**config.mk**
```make
export PLATFORM = sky130hd
export DESIGN_NAME = dmem_sram_ctrl_flat
export DESIGN_NICKNAME = d
export VERILOG_FILES = /design/src/rtl/dmem_sram_ctrl_pkg.sv /design/src/rtl/dmem_sram_ctrl_if.sv /design/src/rtl/dmem_store_lane.sv /design/src/rtl/dmem_sram_ctrl.sv /design/src/flat_wrapper.sv
export SDC_FILE = /design/constraint.sdc
export NUM_CORES = 1
export LEC_CHECK = 0
export BUFFER_PORTS_ARGS = -buffer_cell sky130_fd_sc_hd__buf_4
export CORE_AREA = 2 2 144 76
export DETAILED_ROUTE_END_ITERATION = 8
export DIE_AREA = 0 0 146 78
export PLACE_DENSITY = 0.84
export SYNTH_ARGS = -nofsm -noshare
export SYNTH_HDL_FRONTEND = slang
export SYNTH_SLANG_ARGS = --single-unit
```
**constraint.sdc**
```tcl
create_clock -name clk -period 4.55 [get_ports clk]
set_input_delay 0.2275 -clock clk [delete_from_list [all_inputs] [get_ports clk]]
set_output_delay 0.2275 -clock clk [all_outputs]
set_load 0.01 [all_outputs]
```
**src/rtl/dmem_sram_ctrl_pkg.sv**
```systemverilog
// Shared types for the data-memory SRAM controller: FSM state encoding and
// the wait-counter width.
package dmem_sram_ctrl_pkg;

  typedef enum logic [2:0] {
    ST_IDLE    = 3'd0,
    ST_RD      = 3'd1,
    ST_WR      = 3'd2,
    ST_WR_HOLD = 3'd3,
    ST_DONE    = 3'd4
  } state_t;

  // Wide enough for WAIT_CYCLES-1 with WAIT_CYCLES up to 15.
  localparam int CNT_W = 4;

endpackage

```
**src/rtl/dmem_sram_ctrl_if.sv**
```systemverilog
// MEM-stage request bus between the pipeline (master) and the SRAM controller (slave).
// Handshake: a request is valid & (re | we); while stall is high the master holds
// every request field stable; the access completes in the cycle stall drops.
interface dmem_sram_ctrl_if;
  logic        dm_valid_i;
  logic        dm_re_i;
  logic        dm_we_i;
  logic [31:0] dm_addr_i;
  logic [3:0]  dm_wbe_n_i;
  logic [31:0] dm_wdata_i;
  logic [31:0] dm_rdata_o;
  logic        dm_stall_o;

  modport master (
    output dm_valid_i, dm_re_i, dm_we_i, dm_addr_i, dm_wbe_n_i, dm_wdata_i,
    input  dm_rdata_o, dm_stall_o
  );

  modport slave (
    input  dm_valid_i, dm_re_i, dm_we_i, dm_addr_i, dm_wbe_n_i, dm_wdata_i,
    output dm_rdata_o, dm_stall_o
  );
endinterface

```
**src/rtl/dmem_store_lane.sv**
```systemverilog
// Store lane placement: replicates byte/half store data across the word so the
// enabled SRAM lanes see it, and flags stores with no enabled byte.
module dmem_store_lane (
  input  logic [3:0]  wbe_n,
  input  logic [31:0] wdata,
  output logic [31:0] lane_data,
  output logic        skip
);

  always_comb begin
    lane_data = wdata;
    skip      = (wbe_n == 4'b1111);
    case (wbe_n)
      4'b1110, 4'b1101, 4'b1011, 4'b0111: lane_data = {4{wdata[7:0]}};
      4'b1100, 4'b0011:                   lane_data = {2{wdata[15:0]}};
      default:                            lane_data = wdata;
    endcase
  end

endmodule

```
**src/rtl/dmem_sram_ctrl.sv**
```systemverilog
// MEM-stage responder for an external asynchronous 32-bit SRAM: multi-cycle
// reads/writes with a pipeline stall; every SRAM pin comes straight from a flop.
module dmem_sram_ctrl
  import dmem_sram_ctrl_pkg::*;
#(
  parameter int WAIT_CYCLES = 1,
  parameter int SRAM_AW     = 20
) (
  input  logic               clk,
  input  logic               rst,
  dmem_sram_ctrl_if.slave    dm,
  output logic [SRAM_AW-1:0] sram_addr_o,
  output logic               sram_ce_n_o,
  output logic               sram_oe_n_o,
  output logic               sram_we_n_o,
  output logic [3:0]         sram_be_n_o,
  output logic [31:0]        sram_dq_o,
  output logic               sram_dq_oe_o,
  input  logic [31:0]        sram_dq_i,
  output state_t             dbg_state
);

  localparam logic [CNT_W-1:0] CNT_LOAD = CNT_W'(WAIT_CYCLES - 1);

  state_t             state, state_nx;
  logic [CNT_W-1:0]   cnt, cnt_nx;
  logic [31:0]        rdata, rdata_nx;
  logic [SRAM_AW-1:0] addr_nx;
  logic               ce_n_nx, oe_n_nx, we_n_nx, dq_oe_nx;
  logic [3:0]         be_n_nx;
  logic [31:0]        dq_nx;
  logic [31:0]        lane_data;
  logic               lane_skip;
  logic               req, wr_req, rd_req;
  logic               unused_addr_bits;

  assign unused_addr_bits = ^{dm.dm_addr_i[31:SRAM_AW+2], dm.dm_addr_i[1:0]};

  // A simultaneous load and store request is treated as a store.
  assign req    = dm.dm_valid_i & (dm.dm_re_i | dm.dm_we_i);
  assign wr_req = req & dm.dm_we_i;
  assign rd_req = req & ~dm.dm_we_i;

  assign dm.dm_stall_o = req & (state != ST_DONE);
  assign dm.dm_rdata_o = rdata;
  assign dbg_state     = state;

  dmem_store_lane u_lane (
    .wbe_n     (dm.dm_wbe_n_i),
    .wdata     (dm.dm_wdata_i),
    .lane_data (lane_data),
    .skip      (lane_skip)
  );

  always_comb begin
    state_nx = state;
    cnt_nx   = cnt;
    rdata_nx = rdata;
    addr_nx  = sram_addr_o;
    ce_n_nx  = sram_ce_n_o;
    oe_n_nx  = sram_oe_n_o;
    we_n_nx  = sram_we_n_o;
    be_n_nx  = sram_be_n_o;
    dq_nx    = sram_dq_o;
    dq_oe_nx = sram_dq_oe_o;
    case (state)
      ST_IDLE: begin
        if (wr_req) begin
          if (lane_skip) begin
            state_nx = ST_DONE;
          end else begin
            addr_nx  = dm.dm_addr_i[SRAM_AW+1:2];
            dq_nx    = lane_data;
            be_n_nx  = dm.dm_wbe_n_i;
            ce_n_nx  = 1'b0;
            we_n_nx  = 1'b0;
            dq_oe_nx = 1'b1;
            cnt_nx   = CNT_LOAD;
            state_nx = ST_WR;
          end
        end else if (rd_req) begin
          addr_nx  = dm.dm_addr_i[SRAM_AW+1:2];
          be_n_nx  = 4'b0000;
          ce_n_nx  = 1'b0;
          oe_n_nx  = 1'b0;
          cnt_nx   = CNT_LOAD;
          state_nx = ST_RD;
        end
      end
      ST_RD: begin
        if (cnt == '0) begin
          rdata_nx = sram_dq_i;
          ce_n_nx  = 1'b1;
          oe_n_nx  = 1'b1;
          state_nx = ST_DONE;
        end else begin
          cnt_nx = cnt - 1'b1;
        end
      end
      ST_WR: begin
        // Data keeps driving through WR_HOLD so it outlasts the we_n rising edge.
        if (cnt == '0) begin
          we_n_nx  = 1'b1;
          state_nx = ST_WR_HOLD;
        end else begin
          cnt_nx = cnt - 1'b1;
        end
      end
      ST_WR_HOLD: begin
        ce_n_nx  = 1'b1;
        dq_oe_nx = 1'b0;
        state_nx = ST_DONE;
      end
      ST_DONE: state_nx = ST_IDLE;
      default: state_nx = ST_IDLE;
    endcase
  end

  always_ff @(posedge clk or posedge rst) begin
    if (rst) begin
      state        <= ST_IDLE;
      cnt          <= '0;
      rdata        <= '0;
      sram_addr_o  <= '0;
      sram_ce_n_o  <= 1'b1;
      sram_oe_n_o  <= 1'b1;
      sram_we_n_o  <= 1'b1;
      sram_be_n_o  <= 4'b1111;
      sram_dq_o    <= '0;
      sram_dq_oe_o <= 1'b0;
    end else begin
      state        <= state_nx;
      cnt          <= cnt_nx;
      rdata        <= rdata_nx;
      sram_addr_o  <= addr_nx;
      sram_ce_n_o  <= ce_n_nx;
      sram_oe_n_o  <= oe_n_nx;
      sram_we_n_o  <= we_n_nx;
      sram_be_n_o  <= be_n_nx;
      sram_dq_o    <= dq_nx;
      sram_dq_oe_o <= dq_oe_nx;
    end
  end

endmodule
```
**src/flat_wrapper.sv**
```systemverilog
// flat-port wrapper written by rule: the top's interface ports become plain ports
module dmem_sram_ctrl_flat import dmem_sram_ctrl_pkg::*;
#(
  parameter int WAIT_CYCLES = 1,
  parameter int SRAM_AW     = 20
)
  (clk, rst, sram_addr_o, sram_ce_n_o, sram_oe_n_o, sram_we_n_o, sram_be_n_o, sram_dq_o, sram_dq_oe_o, sram_dq_i, dbg_state, dm_dm_valid_i, dm_dm_re_i, dm_dm_we_i, dm_dm_addr_i, dm_dm_wbe_n_i, dm_dm_wdata_i, dm_dm_rdata_o, dm_dm_stall_o);
  dmem_sram_ctrl_if dm_i ();
  input  logic clk;
  input  logic rst;
  output logic [SRAM_AW-1:0] sram_addr_o;
  output logic sram_ce_n_o;
  output logic sram_oe_n_o;
  output logic sram_we_n_o;
  output logic [3:0] sram_be_n_o;
  output logic [31:0] sram_dq_o;
  output logic sram_dq_oe_o;
  input  logic [31:0] sram_dq_i;
  output state_t dbg_state;
  input wire logic [$bits(dm_i.dm_valid_i)-1:0] dm_dm_valid_i;
  input wire logic [$bits(dm_i.dm_re_i)-1:0] dm_dm_re_i;
  input wire logic [$bits(dm_i.dm_we_i)-1:0] dm_dm_we_i;
  input wire logic [$bits(dm_i.dm_addr_i)-1:0] dm_dm_addr_i;
  input wire logic [$bits(dm_i.dm_wbe_n_i)-1:0] dm_dm_wbe_n_i;
  input wire logic [$bits(dm_i.dm_wdata_i)-1:0] dm_dm_wdata_i;
  output wire logic [$bits(dm_i.dm_rdata_o)-1:0] dm_dm_rdata_o;
  output wire logic [$bits(dm_i.dm_stall_o)-1:0] dm_dm_stall_o;
  assign dm_i.dm_valid_i = dm_dm_valid_i;
  assign dm_i.dm_re_i = dm_dm_re_i;
  assign dm_i.dm_we_i = dm_dm_we_i;
  assign dm_i.dm_addr_i = dm_dm_addr_i;
  assign dm_i.dm_wbe_n_i = dm_dm_wbe_n_i;
  assign dm_i.dm_wdata_i = dm_dm_wdata_i;
  assign dm_dm_rdata_o = dm_i.dm_rdata_o;
  assign dm_dm_stall_o = dm_i.dm_stall_o;
  dmem_sram_ctrl #(.WAIT_CYCLES(WAIT_CYCLES), .SRAM_AW(SRAM_AW)) u_core (.clk(clk), .rst(rst), .dm(dm_i), .sram_addr_o(sram_addr_o), .sram_ce_n_o(sram_ce_n_o), .sram_oe_n_o(sram_oe_n_o), .sram_we_n_o(sram_we_n_o), .sram_be_n_o(sram_be_n_o), .sram_dq_o(sram_dq_o), .sram_dq_oe_o(sram_dq_oe_o), .sram_dq_i(sram_dq_i), .dbg_state(dbg_state));
endmodule
```
; ---- After elaboration in Yosys (flattened, before gate mapping)
; Cells that the tools add are included.
[op_classes]
n_addsub = 1
eq_ne = 21
muxes = 29
n_reduce_logical = 20
n_bitwise = 7
[op_table]
columns = op, count
row1 = case mux 32 bit (2 select lines), 1
row2 = two-way mux 20 bit, 3
row3 = two-way mux 4 bit, 6
row4 = "== test 4 bit, second input constant", 5
row5 = AND reduction 4 bit, 4
row6 = two-way mux 3 bit, 5
row7 = case mux 3 bit (4 select lines), 1
row8 = AND reduction 3 bit, 4
row9 = nonzero test 2 bit, 5
row10 = two-way mux 1 bit, 8
row11 = "inequality test 2 x 1 -> 1 bit, second input constant", 4
row12 = "inequality test 2 bit, second input constant", 4
row13 = case mux 4 bit (2 select lines), 1
row14 = "== test 3 x 2 -> 1 bit, second input constant", 2
row15 = "inequality test 3 bit, second input constant", 2
row16 = case mux 1 bit (2 select lines), 3
row17 = bitwise AND 1 bit, 4
row18 = "== test 4 x 2 -> 1 bit, second input constant", 1
row19 = "== test 4 x 3 -> 1 bit, second input constant", 1
row20 = logical NOT 4 bit, 1
row21 = OR reduction 2 bit, 2
row22 = OR reduction 4 bit, 1
row23 = "subtractor 4 x 1 -> 4 bit, second input constant", 1
row24 = "== test 3 x 1 -> 1 bit, second input constant", 1
row25 = other kinds (7), 8
[totals]
regBits = 99
in_bits = 105
output_inout_bits = 96

; ---- Longest topological paths before layout
; Gate-level depths: netlist of the first run.
[depth]
word_depth = 6
ltp_mapped = 6

; ---- By module
; From an unflattened synthesis of the first run, not the netlist that was laid out.
[hier_totals]
cells_unflattened = 365
hier_area_um2 = 4912.2
[by_module_without_submodules]
columns = module, area_each_um2, cells_per_inst, instances
row1 = dmem_sram_ctrl, 4006.3, 259, 1
row2 = dmem_store_lane, 905.9, 106, 1

; ---- Least setup slack after synthesis of the first run
; OpenSTA, ideal clock, no wires.
[synth_timing]
path_type = reg2reg
startpoint = reg u_core.state[1], in the netlist u_core.dbg_state[1]
endpoint = reg u_core.sram_dq_o[0]
setup_slack_ns = 2.780
setup_time_ns = 0.128
path_stages_with_launch = 6
required_time_ns = 4.422
t_arrival_ns = 1.642
period_less_slack_ns = 1.770
path_buffers = 2
cell_sequence = dfrtp_1 buf_2 or3_4 nor3_4 buf_4 mux2_1
[synth_via]
elab_chain_cells = 2
[synth_lines]
columns = element, line_no
row1 = start: declaration, dmem_sram_ctrl.sv:25  ; state_t state, state_nx;
row2 = start signal: assignment, dmem_sram_ctrl.sv:132  ; state <= state_nx;
row3 = logical NOT 3 bit, dmem_sram_ctrl.sv:66  ; case (state)
row4 = AND reduction 3 bit (no source line), --
row5 = end signal: assignment, dmem_sram_ctrl.sv:140  ; sram_dq_o <= dq_nx;
row6 = end: declaration, dmem_sram_ctrl.sv:17  ; output logic [31:0] sram_dq_o,
; No other way between the ends.
; A chain may end at the register's enable or synchronous reset.

; ---- Worst setup path in the final report of the first run
[layout_timing]
startpoint = reg u_core.state[0], in the netlist u_core.dbg_state[0]
endpoint = reg u_core.cnt[3]
[layout_via]
elab_chain_cells = 4
[layout_lines]
columns = element, line_no
row1 = == test 3 x 1 -> 1 bit or == test 3 x 2 -> 1 bit (tied branches), dmem_sram_ctrl.sv:66
row2 = OR reduction 2 bit (no source line), --
row3 = inequality test 2 bit (no source line) or nonzero test 2 bit (tied branches), --
row4 = AND reduction 4 bit (no source line), --
row5 = end signal: assignment, dmem_sram_ctrl.sv:133  ; cnt <= cnt_nx;
row6 = end: declaration, dmem_sram_ctrl.sv:26  ; logic [CNT_W-1:0] cnt, cnt_nx;
; Parallel ways exist; a longest one is shown, timed or not.

==> results.py, run 1 <==
metrics = {
    "status": {
        "outcome": "finished clean",
    },
    "floorplanning": {
        "initial_core_util_pct": 44.2,
        "die_y_um": 78,
        "coreArea_sq_mm": 0.0100,
        "die_width_um": 146,
        "dieArea_sq_mm": 0.0114,
        "io-pin-count": 201,
        "num_rows": 26,
    },
    "clock_network": {
        "post-cts-setup-buffers": 0,
        "hold_buffers": 0,
        "htreeDepth": 3,
        "cts_buffers": 9,
        "clkLatencyLatePin_ps": 340,
        "clock-sinks": 99,
        "root_buffer": "clkbuf_16",
        "path_clk_slew_ps": 70,
        "cts_buffer_depth": 2,
        "cts_tree": "built",
        "cts_resized": 0,
    },
    "power": {
        "power_frac_seq_pct": 37.8,
        "power_frac_comb_pct": 43.2,
        "power.density_mw_per_mm2": 673,
        "peakVddDrop_mv": 0.277,
        "internal_power_w": 0.00278,
        "leakagePower_nw": 3.03,
        "swShare_pct": 33.7,
        "switchingPower_w": 0.00142,
        "pwr-share-clk_pct": 19.0,
    },
    "place": {
        "dp.cells": 716,
        "gp_congestion": 0.805,
        "io_buffers": 188,
        "placed_area_sq_mm": 0.00592,
        "dp_hpwl_um": 8190,
    },
    "global_route": {
        "antenna_found_initial": 0,
        "grt_first_pass_wirelength_um": 18500,
        "overflow": 0,
        "grt_pass1_vias": 3736,
        "grt_util_all_layers_pct": 20.3,
        "grt_max_degree": 64,
    },
    "sta": {
        "setup-violations-final": 0,
        "period_share_pct": 47.9,
        "min_period_ps": 2180,
        "drv_slew": 0,
        "rsz0062_at_grt": "no",
        "slew_headroom_pct": 29.5,
        "skew_ps": 8.61,
        "tightest_slew_ps": 1060,
        "hold_viol": 0,
        "finalSetupTns_ps": 0,
        "timing.fmax_mhz": 459,
    },
    "synth": {
        "syn_area_sq_mm": 0.00443,
        "avgSynthCellArea_sq_um": 10.9,
        "synth_ff_type": "dfrtp_1",
        "yosysSeqAreaShare_pct": 56.1,
        "synth_nets": 513,
        "yosysWarnings": 0,
        "ys_async_sr_fraction_pct": 100,
        "synth_edf_count": 0,
        "synth_cell_types": 43,
        "syn-instance-count": 407,
        "ys_ff_latch": 99,
    },
    "setup_path": {
        "startpoint_type": "flop",
        "r2r_end": "u_core.cnt[3]",
        "r2r_slack_ps": 2370,
        "reg2reg_depth": 4,
        "worstPathMaxFanout": 32,
        "arrival_ps": 2460,
        "r2r_start": "u_core.dbg_state[0]",
        "path_class": "flop to flop",
        "worst_ep_required_time_ps": 4830,
        "worstSetupEndpointType": "flop",
    },
    "worst_hold_path": {
        "hold_path_class": "primary input to asynchronous set/reset pin",
    },
    "route": {
        "drc_errors": 0,
        "wire_per_inst_um": 15.6,
        "via_per_inst": 5.04,
        "vias": 3690,
        "drtPass1Iterations": 4,
        "drt_iter0_drc": 169,
        "wirelength_um": 11400,
        "ant_nets": 0,
    },
    "final_layout": {
        "fin_cells": 732,
        "final_util_pct": 62.2,
        "drive_above_1_share_pct": 43.6,
        "nets": 693,
        "fill_cells": 823,
        "multi_input_area_sq_mm": 0.00178,
        "final-seq-area_sq_mm": 0.00249,
        "fin_area_sq_mm": 0.00623,
        "area_growth_pct": 40.6,
        "n_antenna_cell": 0,
    },
    "run": {
        "drv_cap": 0,
    },
}
==> power groups by stage <==
stage | Combinational (W) | Clock (W) | Sequential [W]
after global routing | 0.00197 | 0.000852 | 0.00165
final | 0.00181 | 0.000797 | 0.00159
after detailed placement | 0.00183 | 0 | 0.00160
after CTS | 0.00183 | 0.000819 | 0.00159
after global placement | 0.00177 | 0 | 0.00158
after floorplan | 0.000772 | 0 | 0.00176
==> critical path: stages, from the launching register on <==
cell,delay [ps]
dfrtp_1,490
or3_4,470
a211o_1,680
a211oi_2,350
a31o_1,120
==> area by class of cell <==
class	instances	area share, %
Clock buffer	11	3.73
Clock inverter	5	1.26
Inverter	7	0.462
Multi-Input combinational cell	277	28.6
Sequential cell	99	39.9
Tap cell	140	2.81
Timing Repair Buffer	193	23.2
==> synth_stat cells (4+ instances only) <==
cell	instances	area share, %
dfrtp_1	92	52
nand2_1	72	6.1
nor2_1	39	3.3
mux2_2	34	8.6
a21oi_1	25	2.8
a31oi_1	17	2.4
mux2i_1	17	3.8
buf_2	15	1.7
o21ai_0	13	1.5
and3_1	9	1.3
a32o_1	8	1.8
dfstp_2	7	4.1
mux2_1	7	1.8
inv_1	6	0.51
nand3_1	6	0.68
buf_4	4	0.68
==> stage by stage <==
stage                     power, W  hold slack (ps)  setup WS (ps)
after floorplan            0.00253              333           1740
after global placement     0.00335              418           2380
after detailed placement   0.00342              423           2360
after CTS                  0.00424             65.7           2380
after global routing       0.00447             67.7           2290
final                      0.00420             39.6           2370
==> logic make-up after synthesis <==
| group | Yosys count | synth area share, % |
|---|---|---|
| AOI/OAI and AO/OA | 76 | 11.0 |
| xor gates and xnor gates | 3 | 0.762 |
| adders and majority gates | 1 | 0.282 |
| buffers and inverters | 31 | 3.73 |
| DFF | 99 | 56.1 |
| muxes | 58 | 14.3 |
| and+or+nand+nor | 139 | 13.9 |
==> layer usage <==
metal | share of wire, % | vias up | GRT usage (%) | routed length [um]
met5 | 0 | - | 0 | 0
met4 | 3.0 | 0 | 8.74 | 338
met3 | 5.5 | 30 | 5.24 | 631
met2 | 51 | 133 | 36.2 | 5790
met1 | 41 | 1752 | 23.5 | 4670
li1 | - | 1775 | - | -
==> worst max-delay path by stage <==
stage | startpoint | to
after floorplan | rst | u_core.cnt[0]
after global placement | dm_dm_wbe_n_i[0] | u_core.cnt[3]
after detailed placement | dm_dm_wbe_n_i[0] | u_core.cnt[3]
after CTS | u_core.dbg_state[0] | u_core.cnt[3]
after global routing | u_core.dbg_state[0] | u_core.cnt[3]
final | u_core.dbg_state[0] | u_core.cnt[3]
==> flip-flops by register name, indices dropped and copies added, names as in the netlist <==
signal                count
u_core.cnt                4
u_core.sram_dq_oe_o       1
u_core.sram_we_n_o        1
u_core.sram_oe_n_o        1
u_core.sram_be_n_o        4
u_core.dbg_state          3
u_core.sram_ce_n_o        1
u_core.sram_dq_o         32
u_core.dm.dm_rdata_o     32
u_core.sram_addr_o       20
==> placed cells by master, fill, tap and decap left out, types with 2 or more instances in the layout <==
master     instances
dfstp_2            7
and3_1             9
nor2_1            39
a31oi_1           17
mux2_2            34
clkbuf_16          9
a211oi_2           2
nor3b_1            2
nand3_1            6
inv_1              5
clkinv_2           2
a21oi_1           25
xor2_1             2
clkbuf_1           2
o21ai_1            3
mux2_1             7
o21ai_0           13
o31ai_1            2
bufinv_16          2
dfrtp_1           92
nor3b_2            2
a32o_1             8
mux2i_1           17
nand2_1           72
buf_4            193
Note: power is estimated with default switching activity, not from simulation.
==> inputs of run 2 (changes only) <==
--- a/config.mk
+++ b/config.mk
@@ -6,9 +6,9 @@
 export NUM_CORES = 1
 export LEC_CHECK = 0
 export BUFFER_PORTS_ARGS = -buffer_cell sky130_fd_sc_hd__buf_4
-export CORE_AREA = 2 2 144 76
+export CORE_AREA = 2 2 147 77
 export DETAILED_ROUTE_END_ITERATION = 8
-export DIE_AREA = 0 0 146 78
+export DIE_AREA = 0 0 149 79
 export PLACE_DENSITY = 0.84
 export SYNTH_ARGS = -nofsm -noshare
 export SYNTH_HDL_FRONTEND = slang
==> constraint.sdc (replaced) <==
create_clock -name clk -period 1.9 [get_ports clk]
set_input_delay 0.095 -clock clk [delete_from_list [all_inputs] [get_ports clk]]
set_output_delay 0.095 -clock clk [all_outputs]
set_load 0.01 [all_outputs]
==> run 2 against run 1 <==
  * Clock skew shrank 2.0 ps
  * Design area grew 11%
  * Setup slack lost 2200 ps
  * Sequential share of layout area shrank 4.0 points
  * Routed wire length grew 17%
  * Combinational power grew to 2.6 times the previous value
  * Register-to-register slack lost 2200 ps
  * Clock-buffer cell count is the same
  * Total power grew to 2.5 times the previous value
  * Clock power grew to 2.5 times the previous value
  * Global-route usage grew 2.3 points
  * Sequential cell count is the same
  * Highest routed layer unchanged
==> results.py, run 2 (synthesis results as in run 1) <==
metrics = {
    "sta": {
        "timing.fmax_mhz": 582,
        "tightest_slew_ps": 559,
        "slew_headroom_pct": 62.4,
        "drv_slew": 0,
        "finalSetupTns_ps": 0,
        "period_share_pct": 90.5,
        "setup-violations-final": 0,
        "skew_ps": 6.65,
        "min_period_ps": 1720,
        "hold_viol": 0,
        "rsz0062_at_grt": "no",
    },
    "power": {
        "power.density_mw_per_mm2": 1520,
        "power_frac_seq_pct": 36.3,
        "internal_power_w": 0.00694,
        "leakagePower_nw": 3.33,
        "switchingPower_w": 0.00361,
        "power_frac_comb_pct": 44.6,
        "swShare_pct": 34.2,
        "peakVddDrop_mv": 0.900,
        "pwr-share-clk_pct": 19.1,
    },
    "global_route": {
        "antenna_found_initial": 1,
        "grt_pass1_vias": 4030,
        "overflow": 0,
        "grt_util_all_layers_pct": 22.6,
        "grt_first_pass_wirelength_um": 20700,
        "grt_max_degree": 68,
    },
    "run": {
        "drv_cap": 0,
    },
    "floorplanning": {
        "dieArea_sq_mm": 0.0118,
        "io-pin-count": 201,
        "die_width_um": 149,
        "coreArea_sq_mm": 0.0106,
        "die_y_um": 79,
        "num_rows": 27,
        "initial_core_util_pct": 41.8,
    },
    "place": {
        "io_buffers": 188,
        "dp_hpwl_um": 9050,
        "gp_congestion": 0.839,
        "dp.cells": 731,
    },
    "setup_path": {
        "max_stage_delay_ps": 430,
        "arrival_ps": 1970,
        "path_class": "flop to flop",
        "worstPathMaxFanout": 32,
        "startpoint_type": "flop",
        "r2r_start": "u_core.dbg_state[0]",
        "r2r_end": "u_core.sram_dq_o[31]",
        "crit_top_cell": "buf_12",
        "reg2reg_depth": 6,
        "worst_ep_required_time_ps": 2150,
        "path_cells": "or3_4 > nor3_4 > buf_12 > buf_12 > nor2_1 > a31oi_1",
        "r2r_slack_ps": 180,
        "critPathSlowestCell": "or3_4",
        "worstSetupEndpointType": "flop",
    },
    "clock_network": {
        "cts_buffer_depth": 2,
        "post-cts-setup-buffers": 0,
        "cts_buffers": 9,
        "hold_buffers": 53,
        "htreeDepth": 3,
        "cts_resized": 0,
        "root_buffer": "clkbuf_16",
        "clock-sinks": 99,
        "clkLatencyLatePin_ps": 340,
        "cts_tree": "built",
        "path_clk_slew_ps": 70,
    },
    "worst_hold_path": {
        "hold_start": "dm_dm_wbe_n_i[2]",
        "min_to": "u_core.sram_be_n_o[2]",
        "hold_path_class": "primary input to flop",
        "holdPathStages": 3,
    },
    "route": {
        "wirelength_um": 13400,
        "drt_iter0_drc": 301,
        "vias": 4062,
        "wire_per_inst_um": 16.7,
        "drc_errors": 0,
        "via_per_inst": 5.08,
        "drtPass1Iterations": 5,
        "ant_nets": 0,
    },
    "status": {
        "outcome": "finished clean",
    },
    "final_layout": {
        "layout_commonest_cell": "buf_4",
        "drive_above_1_share_pct": 41.2,
        "area_growth_pct": 56.1,
        "n_antenna_cell": 0,
        "final_cell_mix": "199 x buf_4, 92 x dfrtp_1, 72 x nand2_1",
        "final-seq-area_sq_mm": 0.00249,
        "fin_cells": 800,
        "fill_cells": 797,
        "multi_input_area_sq_mm": 0.00178,
        "nets": 756,
    },
}
## run 2: power groups by stage
stage,clock network [W],registers (W),logic [W]
3_3_place_gp,0,0.00375,0.00444
3_5_place_dp,0,0.00382,0.00460
4_1_cts,0.00208,0.00380,0.00469
2_1_floorplan,0,0.00422,0.00185
6_report,0.00202,0.00383,0.00470
5_1_grt,0.00216,0.00395,0.00509
## run 2: per-stage QoR
stage          power (W)  area (sq um)  util [%]  hold slack, ps  setup WS, ps
3_3_place_gp     0.00819          6050      57.1             224           249
4_1_cts           0.0106          6920      65.2            11.8           172
5_1_grt           0.0112          6920      65.2            26.4          87.0
2_1_floorplan    0.00607          4440         -             200           130
6_report          0.0105          6920      65.2            32.4           181
3_5_place_dp     0.00842          6050      57.1             234           191
## run 2: per-layer routing
metal | track usage (%) | routed length, um | share of wire [%]
met1 | 31.1 | 6000 | 45
met2 | 34.8 | 6030 | 45
met3 | 8.10 | 1200 | 9.0
met4 | 4.67 | 128 | 0.96
met5 | 0 | 0 | 0
## run 2: worst max-delay path: cells and delay by family (launching register included)
family | cells | cell delay [ps]
AO/OA/AOI/OAI | 1 | 160
buffers and inverters | 2 | 380
flip-flops | 1 | 380
AND/OR/NAND/NOR | 3 | 680
## run 2: worst max path at each step
stage,startpoint,end,slack [ps],cells past startpoint
after floorplan,u_core.dbg_state[1],u_core.sram_dq_o[0],130,5
after global placement,u_core.dbg_state[0],u_core.sram_dq_o[7],250,4
after detailed placement,u_core.dbg_state[0],u_core.sram_dq_o[31],190,6
after CTS,u_core.dbg_state[0],u_core.sram_dq_o[14],170,6
after global routing,u_core.dbg_state[0],u_core.sram_dq_o[14],90,6
final,u_core.dbg_state[0],u_core.sram_dq_o[31],180,6
## run 2: cell type report
cell class	count	share of cell area, %
sequential	99	35.9
timing repair buffer	256	30.4
multi-input combinational	277	25.8
inverter	7	0.434
clock buffer	11	3.65
tap	145	2.62
clock inverter	5	1.19
